**config.mk**
```make
export PLATFORM = sky130hd
export DESIGN_NAME = pipe_skid_stage
export DESIGN_NICKNAME = d
export VERILOG_FILES = /design/src/rtl/pipe_pkg.sv /design/src/rtl/pipe_sat_counter.sv /design/src/rtl/pipe_skid_stage.sv
export SDC_FILE = /design/constraint.sdc
export NUM_CORES = 1
export LEC_CHECK = 0
export ABC_CLOCK_PERIOD_IN_PS = 3300
export BUFFER_PORTS_ARGS = -buffer_cell sky130_fd_sc_hd__buf_4
export CAP_MARGIN = 10
export CORE_MARGIN = 2
export CORE_UTILIZATION = 40
export DETAILED_ROUTE_END_ITERATION = 8
export SETUP_SLACK_MARGIN = 0.2
export SLEW_MARGIN = 20
export SYNTH_ARGS = -nofsm -noshare
export SYNTH_HDL_FRONTEND = slang
export SYNTH_SLANG_ARGS = --single-unit
```
**constraint.sdc**
```tcl
create_clock -name clk -period 3.3 [get_ports clk]
set_input_delay 0 -clock clk [delete_from_list [all_inputs] [get_ports clk]]
set_output_delay 0 -clock clk [all_outputs]
set_load 0.03 [all_outputs]
```
**src/rtl/pipe_pkg.sv**
```systemverilog
// Shared definitions for the pipe_skid_stage pipeline register: occupancy
// encoding, bubble fill value and stats counter width.
package pipe_pkg;

    typedef enum logic [1:0] {
        OCC_EMPTY = 2'd0,
        OCC_ONE   = 2'd1,
        OCC_FULL  = 2'd2
    } occ_t;

    // Bubble payload is all-zero: we=0 and aluop=NOP in the core's encoding.
    localparam logic BUBBLE_BIT = 1'b0;

    localparam int STATS_W = 16;

endpackage

```
**src/rtl/pipe_sat_counter.sv**
```systemverilog
// Saturating up-counter with synchronous clear; sticks at all-ones.
module pipe_sat_counter #(
    parameter int WIDTH = 16
) (
    input  logic             clk,
    input  logic             i_clr,
    input  logic             i_inc,
    output logic [WIDTH-1:0] o_count
);

    logic [WIDTH-1:0] r_count;

    always_ff @(posedge clk) begin
        if (i_clr) begin
            r_count <= '0;
        end else if (i_inc && (r_count != {WIDTH{1'b1}})) begin
            r_count <= r_count + 1'b1;
        end
    end

    assign o_count = r_count;

endmodule

```
**src/rtl/pipe_skid_stage.sv**
```systemverilog
// Valid/ready pipeline register with a 2-entry skid buffer and a scratch word
// returned to the producer. Optional stats ports under PIPE_SKID_STATS_EN.
//
// Handshake: a word moves when valid and ready are both high at a rising edge;
// valid never depends on ready, and up_ready is a register (no dn_ready->up_ready path).
module pipe_skid_stage
    import pipe_pkg::*;
#(
    parameter int                DATA_W    = 107,
    parameter int                SCRATCH_W = 66,
    parameter logic [DATA_W-1:0] BUBBLE    = {DATA_W{BUBBLE_BIT}}
) (
    input  logic                 clk,
    input  logic                 rst,
    input  logic                 flush,
    input  logic                 up_valid,
    output logic                 up_ready,
    input  logic [DATA_W-1:0]    up_data,
    input  logic                 up_hold,
    input  logic [SCRATCH_W-1:0] up_scratch,
    output logic [SCRATCH_W-1:0] scratch_o,
    output logic                 dn_valid,
    input  logic                 dn_ready,
    output logic [DATA_W-1:0]    dn_data,
    output logic [1:0]           occupancy
`ifdef PIPE_SKID_STATS_EN
    ,
    output logic [STATS_W-1:0]   stall_cnt,
    output logic [STATS_W-1:0]   bubble_cnt
`endif
);

    occ_t                 r_occ;
    logic [DATA_W-1:0]    r_main;
    logic [DATA_W-1:0]    r_skid;
    logic                 r_up_ready;
    logic [SCRATCH_W-1:0] r_scratch;

    occ_t                 w_occ_nxt;
    logic [DATA_W-1:0]    w_main_nxt;
    logic [DATA_W-1:0]    w_skid_nxt;
    logic [SCRATCH_W-1:0] w_scratch_nxt;
    logic                 w_dn_valid;
    logic                 w_acc_up;
    logic                 w_acc_dn;

    assign w_dn_valid = (r_occ != OCC_EMPTY);
    assign w_acc_up   = up_valid & r_up_ready;
    assign w_acc_dn   = w_dn_valid & dn_ready;

    always_comb begin
        w_occ_nxt  = r_occ;
        w_main_nxt = r_main;
        w_skid_nxt = r_skid;
        case (r_occ)
            OCC_EMPTY: begin
                if (w_acc_up) begin
                    w_occ_nxt  = OCC_ONE;
                    w_main_nxt = up_data;
                end
            end
            OCC_ONE: begin
                if (w_acc_up && w_acc_dn) begin
                    w_main_nxt = up_data;
                end else if (w_acc_up) begin
                    w_occ_nxt  = OCC_FULL;
                    w_skid_nxt = up_data;
                end else if (w_acc_dn) begin
                    w_occ_nxt  = OCC_EMPTY;
                end
            end
            OCC_FULL: begin
                if (w_acc_dn) begin
                    w_occ_nxt  = OCC_ONE;
                    w_main_nxt = r_skid;
                    w_skid_nxt = BUBBLE;
                end
            end
            default: begin
                w_occ_nxt  = OCC_EMPTY;
                w_skid_nxt = BUBBLE;
            end
        endcase
        // Flush kills everything held; a same-cycle offer or consume is void.
        if (flush) begin
            w_occ_nxt  = OCC_EMPTY;
            w_skid_nxt = BUBBLE;
        end
    end

    always_comb begin
        w_scratch_nxt = r_scratch;
        if (flush) begin
            w_scratch_nxt = '0;
        end else if (up_hold) begin
            w_scratch_nxt = up_scratch;
        end else if (w_acc_up) begin
            w_scratch_nxt = '0;
        end
    end

    always_ff @(posedge clk) begin
        if (rst) begin
            r_occ      <= OCC_EMPTY;
            r_main     <= BUBBLE;
            r_skid     <= BUBBLE;
            r_up_ready <= 1'b1;
            r_scratch  <= '0;
        end else begin
            r_occ      <= w_occ_nxt;
            r_main     <= w_main_nxt;
            r_skid     <= w_skid_nxt;
            r_up_ready <= (w_occ_nxt != OCC_FULL);
            r_scratch  <= w_scratch_nxt;
        end
    end

    assign up_ready  = r_up_ready;
    assign dn_valid  = w_dn_valid;
    assign dn_data   = w_dn_valid ? r_main : BUBBLE;
    assign scratch_o = r_scratch;
    assign occupancy = r_occ;

`ifdef PIPE_SKID_STATS_EN
    logic w_stall_inc;
    logic w_bubble_inc;

    assign w_stall_inc  = up_valid & ~r_up_ready;
    assign w_bubble_inc = ~w_dn_valid & dn_ready;

    pipe_sat_counter #(.WIDTH(STATS_W)) u_stall_cnt (
        .clk     (clk),
        .i_clr   (rst),
        .i_inc   (w_stall_inc),
        .o_count (stall_cnt)
    );

    pipe_sat_counter #(.WIDTH(STATS_W)) u_bubble_cnt (
        .clk     (clk),
        .i_clr   (rst),
        .i_inc   (w_bubble_inc),
        .o_count (bubble_cnt)
    );
`endif

endmodule

```
# ---- Word level (Yosys, flattened, before mapping)
# Cells that the tools add are included.
dict set report word_totals {
  regBits 283
  input_bits 179
  output_inout_bits 177
  word_cells 41
}
dict set report op_classes {
  eq_ne 8
  n_mux 17
  bitwise 3
  reduce_logical 8
}
# operator count
set ops {}
lappend ops {{107-bit 2-to-1 mux} 6}
lappend ops {{107-bit case mux with 3 select lines} 2}
lappend ops {{66-bit 2-to-1 mux} 2}
lappend ops {{2-bit 2-to-1 mux} 6}
lappend ops {{2-bit != test (second input constant)} 6}
lappend ops {{4-bit AND reduction} 2}
lappend ops {{2-bit case mux with 3 select lines} 1}
lappend ops {{2-bit nonzero test} 2}
lappend ops {{3-bit nonzero test} 1}
lappend ops {{1-bit AND} 2}
lappend ops {{2-bit by 1-bit equality test with 1-bit output (second input constant)} 1}
lappend ops {{2-bit equality test (second input constant)} 1}
lappend ops {{2-bit zero test} 1}
lappend ops {{2-bit OR reduction} 1}
lappend ops {{1-bit logical AND} 1}
lappend ops {{1-bit inverter} 1}

# ---- Depth between registers and ports, before layout
# Gate-level depths: netlist (run 1).
dict set report logic_depth {
  depth_word 8
  mapped_depth 8
  depth_no_buf 4
}

# ---- Least setup slack after synthesis (run 1)
# No wires, ideal clock.
dict set report synth_timing {
  path_type {reg2reg}
  from {register r_occ[0] (netlist: occupancy[0])}
  to {register r_main[43]}
  setup_time_ns 0.128
  arrival_ns 1.738
  required_ns 3.172
  slack_ns 1.435
  path_stages_with_launch 8
  path_buffers 3
  period_less_slack_ns 1.865
  path_cell_list {dfxtp_1 -> nand2b_1 -> buf_2 -> buf_6 -> buf_2 -> mux2_2 -> mux2i_1 -> nor2_1}
}
dict set report synth_between {
  elab_chain_len 5
  word_cells_on_any_way 12
  cone_classes {eq/ne (5); mux (1); bitwise (1); reduce/logical (5)}
}
# element line_no
set synth_lines {}
lappend synth_lines {{start: declaration} pipe_skid_stage.sv:33} ;# occ_t r_occ;
lappend synth_lines {{start signal: assignment} pipe_skid_stage.sv:110} ;# r_occ <= w_occ_nxt;
lappend synth_lines {{2-bit nonzero test} pipe_skid_stage.sv:47} ;# assign w_dn_valid = (r_occ != OCC_EMPTY);
lappend synth_lines {{1-bit AND} pipe_skid_stage.sv:49} ;# assign w_acc_dn = w_dn_valid & dn_ready;
lappend synth_lines {{1-bit logical AND} pipe_skid_stage.sv:63} ;# if (w_acc_up && w_acc_dn) begin
lappend synth_lines {{2-bit != test (no source line)} n/a}
lappend synth_lines {{4-bit AND reduction (no source line)} n/a}
lappend synth_lines {{end signal: assignment} pipe_skid_stage.sv:111} ;# r_main <= w_main_nxt;
lappend synth_lines {{end: declaration} pipe_skid_stage.sv:34} ;# logic [DATA_W-1:0] r_main;
# Several ways; a longest one is shown, not always the timed one.
# A chain may end at the register's enable or synchronous reset.

# ---- Worst setup path in the final report (run 1)
dict set report layout_timing {
  from {register r_occ[0] (netlist: occupancy[0])}
  to {output port dn_data[73]}
}
dict set report layout_between {
  elab_chain_len 2
}
# element line_no
set layout_lines {}
lappend layout_lines {{2-bit nonzero test} pipe_skid_stage.sv:47}
lappend layout_lines {{107-bit 2-to-1 mux} pipe_skid_stage.sv:120} ;# assign dn_data = w_dn_valid ? r_main : BUBBLE;
lappend layout_lines {{end: declaration} pipe_skid_stage.sv:24} ;# output logic [DATA_W-1:0] dn_data,
# No other way between the ends.

==> impl_summary.md, run 1 <==
Run status
The run finished with clean final reports.

Clocking
The number of buffers inserted for hold repair after clock tree synthesis is 185. The total clock sinks is 283. The clock-pin transition on the worst setup and hold timing paths is 0.06 ns. The number of H-tree levels is 1.

TritonCTS built the clock tree. The root buffer cell chosen for the clock tree is sky130_fd_sc_hd__clkbuf_16. The clock passes through at most 3 buffers. The number of buffers added by the clock tree synthesis step is 31. The later-pin clock latency in the skew report is roughly 0.55 ns.

The number of instances resized during post-cts repair is 0. The post-CTS setup-driven buffer insertion count is 0.

Pwr
The power per unit of standard cell area is approximately 460 mW/mm2. Across the VDD grid, the largest voltage drop is between 0.0003 and 0.0004 V. The analysis attributes to cell leakage a power of 7.67 nW.

Layout
The post-route core utilization is 59.8%. The count of non-filler cells in the finished layout is 2188. The final-stage net count is 1955. The area overhead of the layout relative to synthesis is 47.3%. The post-route netlist has 29.5% of its cells at a drive strength greater than 1.

The number of fill cells is 2571.

Critical path
The startpoint kind of the worst setup timing path is a register. STA classifies the critical path endpoint as an output port. The critical path class is register to output port.

The setup slack of the worst register-to-register path is 1.14 ns. Of all nets on the critical path, the largest fanout is 61. The worst register-to-register path ends at r_skid[58]$_SDFFE_PP0P_. The worst reg2reg path depth is 5. The required time at the endpoint of the critical path is approximately 3.3 ns. The startpoint of the worst-slack reg-to-reg timing path is occupancy[1]$_SDFF_PP0_.

The critical path data arrival time is 2.52 ns.

Floorplan
The initial utilization of the core area, before any placement, comes to 40.6%. The overall die width is 177 um. The total core area is 0.0296 mm2. The vertical die dimension is 177 um.

The number of primary I/O pins is ~360. The overall die area is about 0.031 mm2. The floorplan has 63 rows.

STA
The number of max-slew violations in the final report came to 0. The clock arrives with ~0.013 ns of skew. The final number of hold-violating endpoints is 0. The maximum achievable frequency is 397 MHz. The transition at the pin with the smallest max-transition slack is 0.834 ns.

The relative slew slack is 44.4%. For the final routed database, the setup TNS stands at 0 ns. For the finished layout, the period the worst path requires is 2.52 ns. The share of the cycle needed by the critical path after routing is ~76%. The final setup violation count is 0. Setup repair after global routing left no endpoint under its margin.

Hold path
The kind of path behind the tightest hold check is primary input to register. The worst hold path terminates at r_main[70]$_SDFFE_PP0P_. The worst hold path was traced through 3 stages. The worst hold path begins at rst.

Synthesis
In this run, synthesis produced a sequential element count of 283. The synthesized netlist occupies a cell area of about 0.012 mm2. The number of different library cells in the post-synthesis netlist is 29. After synthesis, the cell types taking the most area are sky130_fd_sc_hd__dfxtp_1, sky130_fd_sc_hd__mux2_2, sky130_fd_sc_hd__mux2i_1. Synthesis produced a netlist whose cell count is roughly 1300.

The fraction of post-synthesis cell area in the top cell type by area is 47.2%. The dominant cell type by area after synthesis is sky130_fd_sc_hd__dfxtp_1. The mean post-synth cell area is approximately 9 um2. After synthesis, flip-flops and latches occupy roughly 47% of the total area.

Synthesis produced a netlist with a net count of 1480. The count of warnings emitted by yosys is 0.

Route
In this run, the number of DRC markers left after iteration 0 of detailed routing was 556. Detailed routing placed a total of 1.93 mm of wire on met3. The met2 routed wirelength is 17.0 mm.

Dividing the detail-routed via count by the number of cells gives 4.94. The wire length per cell after detailed routing is 16.2 um. The via count is 10800. In this run the remaining antenna-violating nets after routing total 0. In the routed design, unresolved DRC markers number 0.

Routed signal wires occupy layers up through met4. The routed length on met1 is 15.6 mm. The first detailed-routing pass took 5 iterations. The final routed wirelength across all metal layers is 35.5 mm.

Place
The routability-driven placement congestion ratio is about 0.75. Once placement completed, the tool counted placed cells totaling 1948. The number of port buffers is 355. The post-DP HPWL is 21.6 mm.

Global routing
The overall global routing resource usage is 21.8%. The total grt overflow is 0. The initial antenna violation count is 1. Entering global routing, the biggest net connects 84 pins. The first global-routing pass estimated 56.0 mm of wire. The via count of the first global-routing pass is 10600.

Run
The number of violations of the max-capacitance limit is 0.
## sequential cells by signal (all words and copies together), names as in the netlist
| register | flops |
|---|---|
| occupancy | 2 |
| scratch_o | 66 |
| up_ready | 1 |
| r_skid | 107 |
| r_main | 107 |
## cell usage after synthesis, drive strengths merged
| master | count |
|---|---|
| nand2b | 2 |
| mux2i | 108 |
| dfxtp | 283 |
| a31oi | 1 |
| inv | 2 |
| clkbuf | 64 |
| mux2 | 107 |
| buf | 52 |
| nand3 | 109 |
| nand2 | 107 |
| and3b | 2 |
| or2 | 2 |
| a22oi | 66 |
| a211o | 1 |
| nor2 | 176 |
| and3 | 1 |
| and2 | 108 |
| o21ai | 108 |
| o22ai | 1 |
| a2bb2oi | 1 |
## area by class of cell
cell class                      instances  area, um2  share of cell area [%]
Inverter                                2       7.51                  0.0425
Clock buffer                           45        888                    5.03
Tap cell                              390        488                    2.76
Multi-Input combinational cell        900       5740                    32.5
Sequential cell                       283       5670                    32.1
Timing Repair Buffer                  558       4750                    26.9
Antenna cell                            1       2.50                  0.0142
Clock inverter                          9        124                   0.701
## kinds of logic after synthesis
kind of cell,after synthesis,synth area share (%)
mux,215,19.1
buf+inv,118,5.29
simple gates,507,19.5
compound gates,178,8.94
flops,283,47.2
## metrics by stage
stage / hold WS (ns) / worst slack (ns) / power [mW] / area (um2)
3_3_place_gp: 0.250 / 1.31 / 4.58 / 14800
6_report: 0.0952 / 0.782 / 8.15 / 17700
5_1_grt: 0.111 / 0.587 / 8.48 / 17700
4_1_cts: 0.0944 / 0.739 / 8.24 / 17700
3_5_place_dp: 0.259 / 1.27 / 4.59 / 14800
2_1_floorplan: 0.114 / 1.43 / 4.22 / 12000
## metal layers
layer | vias up | global-route usage, %
met5 | - | 0
met4 | 0 | 6.68
met3 | 59 | 3.89
met2 | 295 | 36.9
met1 | 5077 | 28.3
li1 | 5386 | -
## worst max-delay path by stage
stage,startpoint,end,slack (ns),cells after the start
after floorplan,occupancy[0]$_SDFF_PP0_,r_main[43]$_SDFFE_PP0P_,1.43,7
after global placement,rst,scratch_o[24]$_SDFFE_PP0P_,1.31,5
after detailed placement,rst,scratch_o[16]$_SDFFE_PP0P_,1.27,5
after CTS,occupancy[0]$_SDFF_PP0_,dn_data[73],0.74,4
after global routing,occupancy[0]$_SDFF_PP0_,dn_data[84],0.59,4
final,occupancy[0]$_SDFF_PP0_,dn_data[73],0.78,4
## critical path: stages (launching register included)
cell	delay [ns]
sky130_fd_sc_hd__dfxtp_1	0.51
sky130_fd_sc_hd__or2_2	0.73
sky130_fd_sc_hd__buf_12	0.33
sky130_fd_sc_hd__and2_1	0.20
sky130_fd_sc_hd__buf_4	0.17
## placed cells by master, fill, tap and decap left out, types with 3 or more instances in the layout
| master | instances |
|---|---|
| sky130_fd_sc_hd__dlygate4sd3_1 | 185 |
| sky130_fd_sc_hd__clkinv_2 | 5 |
| sky130_fd_sc_hd__and2_1 | 108 |
| sky130_fd_sc_hd__dfxtp_1 | 283 |
| sky130_fd_sc_hd__buf_12 | 8 |
| sky130_fd_sc_hd__clkbuf_1 | 8 |
| sky130_fd_sc_hd__nand3_1 | 109 |
| sky130_fd_sc_hd__nor2_1 | 174 |
| sky130_fd_sc_hd__mux2_1 | 4 |
| sky130_fd_sc_hd__a22oi_1 | 66 |
| sky130_fd_sc_hd__buf_4 | 365 |
| sky130_fd_sc_hd__mux2i_1 | 108 |
| sky130_fd_sc_hd__nand2_1 | 107 |
| sky130_fd_sc_hd__o21ai_0 | 83 |
| sky130_fd_sc_hd__bufinv_16 | 3 |
| sky130_fd_sc_hd__clkbuf_16 | 31 |
| sky130_fd_sc_hd__mux2_2 | 103 |
| sky130_fd_sc_hd__o21ai_1 | 25 |
| sky130_fd_sc_hd__clkbuf_8 | 6 |
## power by group
part	leakage [nW]	internal (mW)	switching (mW)
registers	2.31	3.53	0.0634
logic	4.86	0.560	0.537
clock network	0.501	2.08	1.37
No activity file was read; power rests on OpenSTA's default activity.
==> run 2, diff against run 1 <==
--- a/config.mk
+++ b/config.mk
@@ -5,7 +5,8 @@
 export SDC_FILE = /design/constraint.sdc
 export NUM_CORES = 1
 export LEC_CHECK = 0
-export ABC_CLOCK_PERIOD_IN_PS = 3300
+export ABC_AREA = 1
+export ABC_CLOCK_PERIOD_IN_PS = 2410
 export BUFFER_PORTS_ARGS = -buffer_cell sky130_fd_sc_hd__buf_4
 export CAP_MARGIN = 10
 export CORE_MARGIN = 2
==> constraint.sdc (replaced) <==
create_clock -name clk -period 2.41 [get_ports clk]
set_input_delay 0 -clock clk [delete_from_list [all_inputs] [get_ports clk]]
set_output_delay 0 -clock clk [all_outputs]
set_load 0.03 [all_outputs]
==> impl_summary.md, run 2 <==
Global routing
The most congested layer reported by global routing is met2. Global routing consumed, on the met3 layer, 4.15% of the routing resources. The via count of the first global-routing pass was 13000.

The first global-routing pass estimated 65.2 mm of wire. For this run the aggregate overflow at the end of global routing stands at 0. In the global route stage, met2 resource usage came out at between 30% and 40%. Entering global routing, the biggest net connects 119 pins. The initial antenna violation count was 2. The overall global routing resource usage is between 20 and 25%.

The global routing met1 resource utilization is 29.6%.

Clocking
Buffers inserted during clock tree synthesis total 35. The later-pin clock latency in the skew report is about 0.5 ns. The clock tree from TritonCTS is done. The clock tree buffer depth is 3. Clock tree synthesis selected as its root buffer the cell sky130_fd_sc_hd__clkbuf_16. In this run the number of H-tree levels came out at 2. CTS saw 283 sinks. The clock-pin transition on the worst setup and hold timing paths is 0.05 ns.

Synthesis
Counting flops with a built-in enable in the synthesized netlist gives 0. Counting flops and latches in the post-synthesis netlist gives 283. In the synthesized netlist the async set-or-reset flop fraction comes to 0%.

The dominant cell type by area after synthesis is sky130_fd_sc_hd__dfxtp_1. The post-synthesis net count is 2433. The instance count of the mapped netlist is 2254.

The mean post-synth cell area is 6.04 um2. The count of warnings emitted by yosys is 0. The total standard cell area after synthesis is between 0.01 and 0.015 mm2. The most common cell in the synthesized netlist is sky130_fd_sc_hd__nor2_1. The top cell type by area accounts for 41.6% of the synthesized area. Summing the sequential cell areas from Yosys gives about two fifths of the chip area. The commonest cells after synthesis are sky130_fd_sc_hd__nor2_1, sky130_fd_sc_hd__nand2_1, sky130_fd_sc_hd__inv_1, sky130_fd_sc_hd__dfxtp_1, sky130_fd_sc_hd__o21ai_0. The most common flop cell mapped by yosys is sky130_fd_sc_hd__dfxtp_1. Ranked by total cell area, the synthesized netlist is headed by sky130_fd_sc_hd__dfxtp_1, sky130_fd_sc_hd__nor2_1, sky130_fd_sc_hd__nand2_1. The netlist uses 20 different library cells.

STA
The setup total negative slack is 0 ns. The transition at the pin with the smallest max-transition slack is 0.740 ns. Setup repair after global routing left no endpoint under its margin. Headroom to the max-slew limit came out at 50.7%. Hold is met by 0.0838 ns.

Of the available clock period, the critical path in the final layout requires between 80% and 90%. For this run, the top clock speed supported by timing is 504 MHz. The setup skew after layout is around 0.012 ns. The final number of hold-violating endpoints is 0. Setup violations remaining at the end of the flow were counted as 0.

The number of max-slew violations in the final report is 0. The post-layout minimum cycle time is just under 2 ns.

Layout
For this run, the post-layout net count is 2881. The count of non-filler cells in the finished layout is 3176. The post-route core utilization is between 50% and 60%. The library cell used most frequently in the layout, excluding fill and tap cells, is sky130_fd_sc_hd__nor2_1. The library cells used most frequently in the layout, excluding fill and tap cells, are sky130_fd_sc_hd__nor2_1, sky130_fd_sc_hd__nand2_1, sky130_fd_sc_hd__inv_1, sky130_fd_sc_hd__buf_4, sky130_fd_sc_hd__dfxtp_1. In the final layout, the share of cells above drive strength 1 is 15.9%. The area overhead of the layout relative to synthesis is 42.9%.

Critical path
The critical path data arrival time is approximately 2.0 ns. For the worst setup path, the data required time is roughly 2.4 ns. The startpoint kind of the worst setup timing path is a register.

The worst register-to-register path begins at occupancy[1]$_SDFF_PP0_. Tracing the worst setup path back leads to its startpoint at occupancy[1]$_SDFF_PP0_. The category of the worst setup path capture point is an output port. The biggest fanout along the worst timing path is 107. The critical path class is register to output port.

Floorplan
The total area inside the core boundary comes to 0.0335 mm2. From bottom edge to top edge, the die measures 189 um. The initial utilization of the core area, before any placement, comes to around two fifths. The row count is 67. The die covers between 0.03 and 0.04 mm2.

The overall die width is 189 um. The number of primary I/O pins is ~360.

Route
For this block, the initial DRC count from the detailed router was 795. The via count is 14200. Dividing the detail-routed wire length by the instance count gives approximately 13 um. The remaining antenna violation count after routing is 0.

The pre-antenna-repair detailed-routing pass consisted of 5 iterations. The post-detailed-route via-to-cell ratio is 4.46. The final layout contains routed wiring with a total length of slightly above 40 mm.

The post-detailed-route DRC marker count is 0.

Pwr
For this design the ratio of total power to cell area is 613 mW/mm2. The total power is 11.9 mW. IR analysis of the VDD net gives a maximum drop of 0.000458 V.

The analysis attributes to cell leakage a power of 9.98 nW.

Hold path
The launch instance of the worst min-delay path is up_valid. The kind of path behind the tightest hold check is primary input to register.

Place
After detailed placement, the design holds a cell count of 2936. The post-DP HPWL is 24.7 mm. The number of port buffers is between 300 and 400. The congestion estimate from routability-driven global placement came to 0.811.

Run
The number of violations of the max-capacitance limit is 0.

Run status
The run finished with clean final reports.
run 2: final timing paths:
kind / to / slack (ns) / cells past startpoint
setup reg to reg: r_main[68]$_SDFFE_PP0P_ / 0.45 / 8
setup / recovery: dn_data[106] / 0.43 / 4
hold / removal: occupancy[1]$_SDFF_PP0_ / 0.08 / 5
hold reg to reg: scratch_o[37]$_SDFFE_PP0P_ / 0.48 / 2
run 2: power breakdown:
group | total, mW | switching (mW) | internal (mW)
logic | 1.91 | 1.09 | 0.817
clock network | 5.04 | 1.97 | 3.07
registers | 4.97 | 0.0651 | 4.91
total | 11.9 | 3.13 | 8.79
run 2: metal layers:
metal  up-vias  share of wire, %
li1       7488                 -
met1      6217                46
met2       378                45
met3        78               5.8
met4         0               3.0
met5         -                 0
run 2: area by class of cell:
| class | count | area [um2] |
|---|---|---|
| Sequential cell | 283 | 5670 |
| Tap cell | 448 | 561 |
| Fill cell | 3226 | 14100 |
| Antenna cell | 3 | 7.51 |
| Multi-Input combinational cell | 1393 | 5740 |
| Timing Repair Buffer | 552 | 4750 |
| Clock inverter | 4 | 47.5 |
| Clock buffer | 56 | 1050 |
| Inverter | 437 | 1640 |
run 2: metrics by stage:
stage	instance area, um2	worst slack (ns)
after CTS	19500	0.394
after global placement	16600	0.537
after floorplan	13600	0.795
final	19500	0.427
after global routing	19500	0.298
after detailed placement	16600	0.493
run 2: cell families (layout without fill, tap and decap cells):
| family | after synthesis | in the layout | synth area share [%] |
|---|---|---|---|
| and+or+nand+nor | 1113 | 1113 | 31.5 |
| buffers and inverters | 578 | 1049 | 16.6 |
| DFF | 283 | 283 | 41.6 |
| AOI/OAI and AO/OA | 280 | 280 | 10.3 |
| other | 0 | 3 | 0 |
run 2: timing repair:
item | in CTS | in global routing
gates resized for setup | 0 | 0
endpoints found under the hold margin | 283 | 0
hold buffers | 177 | 0
setup buffers | 0 | 0
run 2: critical path, cell delays in order (launching register included):
cell                      delay (ns)
sky130_fd_sc_hd__dfxtp_1        0.56
sky130_fd_sc_hd__nor2_4         0.10
sky130_fd_sc_hd__buf_12         0.27
sky130_fd_sc_hd__nor2_1         0.32
sky130_fd_sc_hd__buf_4          0.23
==> run 3, diff against run 2 <==
--- a/config.mk
+++ b/config.mk
@@ -5,13 +5,14 @@
 export SDC_FILE = /design/constraint.sdc
 export NUM_CORES = 1
 export LEC_CHECK = 0
-export ABC_AREA = 1
-export ABC_CLOCK_PERIOD_IN_PS = 2410
+export ABC_AREA = 0
+export ABC_CLOCK_PERIOD_IN_PS = 1680
 export BUFFER_PORTS_ARGS = -buffer_cell sky130_fd_sc_hd__buf_4
 export CAP_MARGIN = 10
 export CORE_MARGIN = 2
 export CORE_UTILIZATION = 40
 export DETAILED_ROUTE_END_ITERATION = 8
+export PLACE_DENSITY = 0.67
 export SETUP_SLACK_MARGIN = 0.2
 export SLEW_MARGIN = 20
 export SYNTH_ARGS = -nofsm -noshare
==> constraint.sdc (replaced) <==
create_clock -name clk -period 1.68 [get_ports clk]
set_input_delay 0 -clock clk [delete_from_list [all_inputs] [get_ports clk]]
set_output_delay 0 -clock clk [all_outputs]
set_load 0.03 [all_outputs]
==> impl_summary.md, run 3 (synthesized netlist as in run 1, its figures left out) <==
Hold path
The path class of the tightest hold or removal check is primary input to register.

STA
The final setup violation count is 191. The relative slew slack is 57.5%. The final number of hold-violating endpoints came to 0. The post-layout minimum cycle time is 1.86 ns. On the final layout, the worst hold slack is 0.0406 ns. Setup repair after global routing could not meet its margin everywhere.

Of the available clock period, the critical path in the final layout requires 111%. At the pin with the least slew margin, the transition time is 0.638 ns. The setup skew after layout is 0.0213 ns. The setup total negative slack is -16.07 ns. The number of max-slew violations in the final report is 0. The maximum achievable frequency is around 540 MHz. The minimum setup slack in the final design is -0.183 ns.

Pwr
The combinational group share of total power is 18.6%. The share of total power in the clock network is 38.5%. Dividing total power by cell area gives a power density of 789 mW/mm2.

The internal power summed over all cells is ~12 mW. The power spent charging and discharging nets is 4.28 mW. The part of the power in registers is between 40% and 50%. The share of total power consumed by net switching is between 20 and 30%.

The maximum resistive drop on vdd is between 0.0007 and 0.0008 V. The analysis attributes to cell leakage a power of 9.25 nW.

Route
The via count is 12400. The starting DRC count in detailed routing is between 800 and 900. The remaining antenna violation count after routing is 0.

For this run, design rule violations remaining after detail routing come to 0. The number of optimization iterations in the first detailed-route pass is 5. The wire length per cell after detailed routing is 20.8 um. In the routed layout, each cell is associated on average with a via count of 5.40. Summed over all layers, the routed wires come to 47.7 mm.

Global routing
The initial antenna violation count is 0. The first global-routing pass estimated 62.0 mm of wire. The largest net degree at the start of global routing is 108. The overall global routing resource usage is 24.8%. The via count of the first global-routing pass came to ~12000. The total overflow left after global routing is 0.

Place
The routability-driven placement congestion ratio is approximately 0.79. The post-placement cell area is 0.0152 mm2. Summed over all nets, the half-perimeter wirelength after detailed placement is 22.7 mm. The number of port buffers is around 360.

Clocking
TritonCTS built the clock tree. The later-pin clock latency in the skew report is 0.56 ns. Counting every sink on the clock net gives 283. The number of buffers added by the clock tree synthesis step is 30. The clock-pin transition on the worst setup and hold timing paths is roughly 0.06 ns. The root buffer cell chosen for the clock tree is sky130_fd_sc_hd__clkbuf_16. No sink is reached through more buffers than the 3 on the longest clock path. The number of H-tree levels is 1.

Run status
The checks that failed: setup timing. The flow ran to the end, but the final reports show violations.

Critical path
The startpoint kind of the worst setup timing path is a register. The category of the worst setup path capture point is a register. The reg-to-reg endpoint is r_main[106]$_SDFFE_PP0P_. Of all nets on the critical path, the largest fanout is 7. The setup slack of the worst register-to-register path is -0.18 ns. Tracing the worst setup path back leads to its startpoint at occupancy[1]$_SDFF_PP0_. The startpoint of the worst-slack reg-to-reg timing path is occupancy[1]$_SDFF_PP0_. For the worst setup path, the data required time is between 2 and 2.5 ns. The worst reg2reg path depth is 9. In this run the worst setup path terminates at r_main[106]$_SDFFE_PP0P_. The critical path class is register to register. STA puts the critical path data arrival time at 2.30 ns.

Floorplan
The starting density of the core is 40.6%. For this design the top-level I/O count stands at 356. The row count is 63. The die covers 0.0314 mm2. The overall die width is 177 um. Measured along the y axis, the die boundary spans 177 um. The floorplan step defined a core boundary enclosing 0.0296 mm2.

Layout
The post-route cell area is ~0.021 mm2. Compared with the post-synthesis result, the final layout area differs by 74.3%. Leaving out fill and tap cells, the most frequent cells in the layout are sky130_fd_sc_hd__dfxtp_1, sky130_fd_sc_hd__buf_4, sky130_fd_sc_hd__dlygate4sd3_1, sky130_fd_sc_hd__nor2_1, sky130_fd_sc_hd__buf_6. The repair_antennas step left the layout with diodes totalling 0.

The library cell used most frequently in the layout, excluding fill and tap cells, is sky130_fd_sc_hd__dfxtp_1. At the end of the flow, the number of nets in the layout was 2060. The post-route netlist has 44.2% of its cells at a drive strength greater than 1.

Run
Max-cap violations in this run came to 0.
## run 3: layer usage
layer	GRT usage, %	part of all wire, %	up-vias
met2	42.5	50	643
met4	10.4	5.0	0
li1	-	-	5619
met5	0	0	-
met3	5.52	7.3	173
met1	29.9	38	5937
## run 3: worst min-delay path by stage
| stage | from | endpoint | slack (ns) | cells after the start |
|---|---|---|---|---|
| 3_3_place_gp | up_data[99] | r_skid[99]$_SDFFE_PP0P_ | 0.25 | 3 |
| 6_report | flush | occupancy[0]$_SDFF_PP0_ | 0.04 | 3 |
| 4_1_cts | dn_ready | r_skid[69]$_SDFFE_PP0P_ | 0.02 | 5 |
| 5_1_grt | dn_ready | r_skid[33]$_SDFFE_PP0P_ | 0.06 | 4 |
| 2_1_floorplan | dn_ready | up_ready$_SDFF_PP1_ | 0.11 | 1 |
| 3_5_place_dp | up_scratch[22] | scratch_o[22]$_SDFFE_PP0P_ | 0.26 | 3 |
## run 3: power by group through the flow
stage               Sequential, mW  Combinational (mW)  Clock (mW)
global route                  7.10                3.21        6.72
floorplan                     7.26                1.04           0
detailed placement            7.20                1.92           0
finish                        7.08                3.07        6.35
global placement              7.19                1.89           0
CTS                           7.06                2.60        6.36
## run 3: area by class of cell
cell class / instances / area [um2]
Fill cell: 1948 / 8650
Inverter: 2 / 10.0
Sequential cell: 283 / 5670
Clock buffer: 46 / 892
Multi-Input combinational cell: 900 / 6490
Tap cell: 390 / 488
Timing Repair Buffer: 664 / 7320
Clock inverter: 6 / 32.5
## run 3: repair_timing
action,in CTS,in global routing
hold buffers,177,0
pin swaps,2,149
hold endpoints to repair,283,0
cloned,19,26
buffers inserted,21,29
gates resized for setup,72,406
endpoints found under the setup margin,222,327
## run 3: worst max-delay path, cell delays in order, from the launching register on
cell	delay, ns
sky130_fd_sc_hd__dfxtp_4	0.34
sky130_fd_sc_hd__buf_6	0.13
sky130_fd_sc_hd__and3b_2	0.21
sky130_fd_sc_hd__a31oi_4	0.18
sky130_fd_sc_hd__buf_6	0.14
sky130_fd_sc_hd__buf_12	0.15
sky130_fd_sc_hd__buf_12	0.12
sky130_fd_sc_hd__buf_12	0.12
sky130_fd_sc_hd__mux2i_1	0.27
sky130_fd_sc_hd__nor2_1	0.08
## run 3: stage by stage
| stage | setup slack, ns | power [mW] | utilization, % | std cells |
|---|---|---|---|---|
| 4_1_cts | -0.165 | 16.0 | 63.7 | 2236 |
| 3_5_place_dp | 0.0166 | 9.12 | 51.3 | 1967 |
| 6_report | -0.183 | 16.5 | 70.7 | 2291 |
| 2_1_floorplan | 0.143 | 8.30 | - | 1301 |
| 5_1_grt | -0.231 | 17.0 | 70.7 | 2291 |
| 3_3_place_gp | 0.0554 | 9.09 | 51.3 | 1967 |
